**config.mk**
```make
export PLATFORM = sky130hd
export DESIGN_NAME = target_driver
export DESIGN_NICKNAME = d
export VERILOG_FILES = /design/src/rtl/target_driver.sv
export SDC_FILE = /design/constraint.sdc
export NUM_CORES = 1
export LEC_CHECK = 0
export BUFFER_PORTS_ARGS = -buffer_cell sky130_fd_sc_hd__buf_2
export CAP_MARGIN = 20
export CORE_UTILIZATION = 53
export CTS_BUF_LIST = sky130_fd_sc_hd__clkbuf_16
export DETAILED_ROUTE_END_ITERATION = 10
export GPL_TIMING_DRIVEN = 0
export MAX_ROUTING_LAYER = met4
export PLACE_DENSITY = 0.76
export SLEW_MARGIN = 20
export SYNTH_ARGS = -nofsm -noshare
export SYNTH_HDL_FRONTEND = slang
export SYNTH_SLANG_ARGS = --single-unit
```
**constraint.sdc**
```tcl
create_clock -name CLOCK_50 -period 2.7 [get_ports CLOCK_50]
set_input_delay 0 -clock CLOCK_50 [delete_from_list [all_inputs] [get_ports CLOCK_50]]
set_output_delay 0 -clock CLOCK_50 [all_outputs]
set_load 0.01 [all_outputs]
```
**src/rtl/target_driver.sv**
```systemverilog
// target_driver: picks each round's target box, drives its lamp and reports hit/wrong/miss.
// Optional feature: define TGT_NO_REPEAT_EN to forbid the same target in consecutive rounds.
module target_driver #(
  parameter int unsigned TICK_DIV    = 50000,
  parameter int unsigned WIN_D1      = 1000,
  parameter int unsigned WIN_D2      = 700,
  parameter int unsigned WIN_D3      = 400,
  parameter int unsigned FLASH_TICKS = 100,
  parameter int unsigned GAP_TICKS   = 250
) (
  input  logic       CLOCK_50,
  input  logic       resetn,
  input  logic       start_game,
  input  logic [1:0] difficulty_level,
  input  logic [2:0] lfsr_value,
  input  logic       sensor_valid,
  input  logic [2:0] sensor_box,
  output logic [7:0] gpio_out,
  output logic [2:0] target_box,
  output logic       target_valid,
  output logic       hit_pulse,
  output logic       wrong_pulse,
  output logic       miss_pulse,
  output logic [7:0] round_count
);

  typedef enum logic [2:0] {StIdle, StArm, StShow, StFlash, StGap} state_e;

  localparam logic [15:0] TickLast   = 16'(TICK_DIV - 1);
  localparam logic [15:0] WinD1      = 16'(WIN_D1);
  localparam logic [15:0] WinD2      = 16'(WIN_D2);
  localparam logic [15:0] WinD3      = 16'(WIN_D3);
  localparam logic [15:0] FlashTicks = 16'(FLASH_TICKS);
  localparam logic [15:0] GapTicks   = 16'(GAP_TICKS);

  state_e      state_q, state_d;
  logic [15:0] presc_q, presc_d;
  logic [15:0] dur_q, dur_d;
  logic [15:0] win_q, win_d;
  logic [15:0] limit;
  logic [2:0]  target_q, target_d;
  logic [7:0]  gpio_q, gpio_d;
  logic [7:0]  round_q, round_d;
  logic        tvalid_q, tvalid_d;
  logic        hit_q, hit_d;
  logic        wrong_q, wrong_d;
  logic        miss_q, miss_d;
  logic        tick, done;
  logic        repeat_hit;

`ifdef TGT_NO_REPEAT_EN
  // Tracks whether target_q holds a target from a round since the last IDLE.
  logic prev_vld_q;

  always_ff @(posedge CLOCK_50 or negedge resetn) begin
    if (!resetn) begin
      prev_vld_q <= 1'b0;
    end else if (state_q == StIdle) begin
      prev_vld_q <= 1'b0;
    end else if (state_q == StArm) begin
      prev_vld_q <= 1'b1;
    end
  end

  assign repeat_hit = prev_vld_q && (lfsr_value == target_q);
`else
  assign repeat_hit = 1'b0;
`endif

  assign tick = (presc_q == TickLast);

  always_comb begin
    limit = 16'd1;
    case (state_q)
      StShow:  limit = win_q;
      StFlash: limit = FlashTicks;
      StGap:   limit = GapTicks;
      default: limit = 16'd1;
    endcase
  end

  assign done = tick && (dur_q == limit - 16'd1);

  always_comb begin
    state_d  = state_q;
    win_d    = win_q;
    target_d = target_q;
    hit_d    = 1'b0;
    wrong_d  = 1'b0;
    miss_d   = 1'b0;

    case (state_q)
      StIdle: begin
        if (start_game) state_d = StArm;
      end
      StArm: begin
        target_d = repeat_hit ? lfsr_value + 3'd1 : lfsr_value;
        case (difficulty_level)
          2'd2:    win_d = WinD2;
          2'd3:    win_d = WinD3;
          default: win_d = WinD1;
        endcase
        state_d = StShow;
      end
      StShow: begin
        // A correct strike beats a simultaneous window expiry.
        if (sensor_valid && (sensor_box == target_q)) begin
          hit_d   = 1'b1;
          state_d = StFlash;
        end else begin
          wrong_d = sensor_valid;
          if (done) begin
            miss_d  = 1'b1;
            state_d = StGap;
          end
        end
      end
      StFlash: begin
        if (done) state_d = StGap;
      end
      StGap: begin
        if (done) state_d = StArm;
      end
      default: state_d = StIdle;
    endcase

    if (!start_game) begin
      state_d  = StIdle;
      win_d    = win_q;
      target_d = target_q;
      hit_d    = 1'b0;
      wrong_d  = 1'b0;
      miss_d   = 1'b0;
    end
  end

  // Both counters restart on every state change so each state is timed from its entry.
  always_comb begin
    presc_d = presc_q + 16'd1;
    dur_d   = dur_q;
    if (state_d != state_q) begin
      presc_d = 16'd0;
      dur_d   = 16'd0;
    end else if (tick) begin
      presc_d = 16'd0;
      dur_d   = dur_q + 16'd1;
    end
  end

  // Outputs are registered from the next state so they line up with the state register.
  always_comb begin
    gpio_d = 8'h00;
    case (state_d)
      StShow:  gpio_d = 8'b1 << target_d;
      StFlash: gpio_d = 8'hFF;
      default: gpio_d = 8'h00;
    endcase
    tvalid_d = (state_d == StShow);
    round_d  = round_q + {7'd0, hit_d | miss_d};
  end

  always_ff @(posedge CLOCK_50 or negedge resetn) begin
    if (!resetn) begin
      state_q  <= StIdle;
      presc_q  <= 16'd0;
      dur_q    <= 16'd0;
      win_q    <= WinD1;
      target_q <= 3'd0;
      gpio_q   <= 8'h00;
      tvalid_q <= 1'b0;
      hit_q    <= 1'b0;
      wrong_q  <= 1'b0;
      miss_q   <= 1'b0;
      round_q  <= 8'd0;
    end else begin
      state_q  <= state_d;
      presc_q  <= presc_d;
      dur_q    <= dur_d;
      win_q    <= win_d;
      target_q <= target_d;
      gpio_q   <= gpio_d;
      tvalid_q <= tvalid_d;
      hit_q    <= hit_d;
      wrong_q  <= wrong_d;
      miss_q   <= miss_d;
      round_q  <= round_d;
    end
  end

  assign gpio_out     = gpio_q;
  assign target_box   = target_q;
  assign target_valid = tvalid_q;
  assign hit_pulse    = hit_q;
  assign wrong_pulse  = wrong_q;
  assign miss_pulse   = miss_q;
  assign round_count  = round_q;

endmodule

```
==> metrics <==
status=complete, but fails checks; violated checks=setup timing; antenna cells=0; post-synth cell types=52; Worst VDD drop=438.3 uV; vias in the first global route=2590; Finished Layout Cells=476; worst path required time=2.91 ns; RSZ-0062 raised after global routing=yes; fin crit period=2.701 ns; NumNets Final=412; initial antenna violation count=0; Slew HR=0.4707; Layout Skew=0.006764 ns; placed instance area=0.003679 mm2; fin worst setup slack=-0.001179 ns; pin slew with the least headroom to its limit=0.7939 ns; Post-Syn Instances=336; clock tree buffer depth=2; leading cell types in the layout, fill and taps excluded=dfrtp_1 (59), buf_2 (34), a21oi_1 (26); Synth area leaders=dfrtp_1 (44%), xor2_1 (6.2%), xnor2_1 (4.9%); CP Max Fanout=10; Area Overhead vs Synth=23.40%; worst min path class=in2reg; Ports=35; Critical Path Slowest Stage Cell=dfrtp_1; DR iter-0 viols=127; flop2flop setup slack=-0.001 ns; worst r2r path cells=11; worst skew pair latency=0.33 ns; CP endpoint kind=register; first-pass GRT wire length=12400 um; fin area=0.004210 mm2; Core Box Area=0.006061 mm2; fmax=0.3702 GHz; Final Hold Vio Count=0; CP cell instances=nor4bb_1, and4_4, buf_6, nand4_1, nor4_4, o2111ai_4, a21oi_2, ha_2, and3_4, nand3_2, xnor2_1; WL per Instance=15.46 um; Post-synth EDFFs=0; Async S/R FF share, synth=1.000; Root Driver=clkbuf_16; post-DP HPWL=4725 um; clock sink count=63; total CTS buffers=9; IO buf count=34; Final setup violation count=1; area leader, netlist=dfrtp_1; CP top delay family=simple AND/OR/NAND/NOR gates; WP data arrival=2.91 ns; Sequential cell area=0.001582 mm2; top cell type's share of synthesized area=0.4400; syn nets=352; ys flop type=dfrtp_1; Final Cycle Share=1.000; PwrDens=644.6 mW/mm2; R2R Path Start=presc_q[12]$_DFF_PN0_; Setup Slack @ Placement=-0.1832 ns; row count=28; H-tree Lvls=3; Max-Cap Viols=0; GPL Wtd Cong=0.8817; RR Endpoint=round_count[7]$_DFF_PN0_; die extent in y=82.24 um; total global-route track usage=0.2538; area of the multi-input gates=0.001785 mm2; CTS tree=done; leading cell type in the layout, fill and taps excluded=dfrtp_1; Initial Util=0.5630; placed cell count=445; die area=0.006763 mm2; sequential share of the synthesized area=0.4631; Pre-Repair DR Iteration Count=4; via/cell ratio=5.704; startpoint class of the critical path=register; pin count of the biggest net entering global routing=64; Seq cells post-synth=63; Lkg Pwr=0.001901 uW; CP bufs+invs=1; Hold Path Stages=3; delay of the slowest critical-path stage=0.42 ns; share of cells above drive strength 1=0.2643; Mapped Area=0.003412 mm2; grt total ovfl=0; Worst Hold Launch=lfsr_value[2]; Routed WL=7357 um; Synth Area per Inst=10.15 um2; Reg clk slew, reported paths=0.05 ns; Hold Path End=target_box[2]$_DFF_PN0_; CP Class=reg2reg; DRC viols=0; die width=82.24 um; Synthesis Warnings=0; Antenna Violating Nets Remaining=0; Final Max Slew Viols=0; filler cell count=469; vias=2715
==> where the power goes <==
group	total [uW]	internal (uW)	switching (uW)	leakage (uW)
Clock	1090	698	391	0.000149
Sequential	1100	1040	63.7	0.000849
Combinational	523	204	319	0.000903
==> cell usage after synthesis, types with 3 or more instances <==
library cell	number
dfrtp_1	60
a21oi_1	27
nand3_1	24
xor2_1	24
xnor2_1	19
and3_1	16
clkbuf_1	13
nand2_1	13
nor2_1	12
inv_1	11
a31oi_1	10
a211oi_2	8
nand4_1	7
o21ai_0	7
buf_2	6
mux2i_1	5
nor2b_1	5
nor3_1	5
ha_1	4
nor3b_1	4
o21a_1	4
or2_2	4
and2_1	3
and3b_1	3
dfstp_2	3
nor4bb_1	3
==> cell type report <==
type	count	area share
buffer	18	0.02467
clock buffer	9	0.05349
clock inverter	7	0.01337
inverter	11	0.009807
multi-input combinational	241	0.4241
sequential	63	0.3756
tap	75	0.02229
timing repair buffer	52	0.07667
==> how the worst max path moves through the flow <==
stage / start / to / slack, ns / depth (start not counted)
after global routing: presc_q[12]$_DFF_PN0_ / round_count[7]$_DFF_PN0_ / -0.11 / 11
after CTS: dur_q[15]$_DFFE_PN0P_ / round_count[7]$_DFF_PN0_ / -0.09 / 10
after floorplan: win_q[5]$_DFFE_PN1P_ / round_count[5]$_DFF_PN0_ / 0.11 / 11
after detailed placement: state_q[2]$_DFF_PN0_ / round_count[7]$_DFF_PN0_ / -0.18 / 11
final: presc_q[12]$_DFF_PN0_ / round_count[7]$_DFF_PN0_ / -0.001 / 11
after global placement: presc_q[12]$_DFF_PN0_ / round_count[7]$_DFF_PN0_ / -0.14 / 11
==> logic make-up after synthesis <==
group | Yosys count | synth area share
flops | 63 | 0.4631
xor+xnor | 43 | 0.1104
buf+inv | 32 | 0.03960
fa+ha+maj | 5 | 0.01760
mux | 5 | 0.01467
simple gates | 114 | 0.1995
compound gates | 74 | 0.1551
==> state kept, by name, indices dropped and copies added, names as in the netlist <==
name and flops:
state_q 3, hit_pulse 1, target_valid 1, presc_q 16, gpio_out 8, target_box 3, miss_pulse 1, round_count 8
win_q 5, dur_q 16, wrong_pulse 1
==> worst register-to-register path: cells and delay by family, from the launching register on <==
| family | cells | cell delay, ns |
|---|---|---|
| compound gates | 2 | 0.37 |
| fa+ha+maj | 1 | 0.21 |
| simple gates | 6 | 1.32 |
| xor+xnor | 1 | 0.13 |
| buf+inv | 1 | 0.14 |
| flops | 1 | 0.42 |
==> per-layer routing <==
metal / share of wire / wire (um) / track usage
met4: 0.016 / 120 / 0.1070
met5: 0 / 0 / -
met3: 0.039 / 285 / 0.05495
met2: 0.49 / 3616 / 0.3818
met1: 0.45 / 3335 / 0.3317
==> metrics by stage <==
stage               utilization  hold WS (ns)  total power (uW)  setup TNS [ns]
finish                   0.6947       0.09453              2714       -0.001179
global route             0.6947        0.1237              2846         -0.4037
CTS                      0.6786       0.07216              2715         -0.4301
detailed placement       0.6069        0.1332              1599         -0.7400
global placement         0.6065        0.1596              1588         -0.4886
floorplan                     -       -0.2956              1440               0
==> timing repair <==
item,in CTS,in global routing
pin swaps,8,12
endpoints found under the hold margin,68,0
buffers inserted,6,6
hold buffers,6,0
gates resized for setup,13,14
endpoints found under the setup margin,6,47
Power figures use the tool's default switching activity.
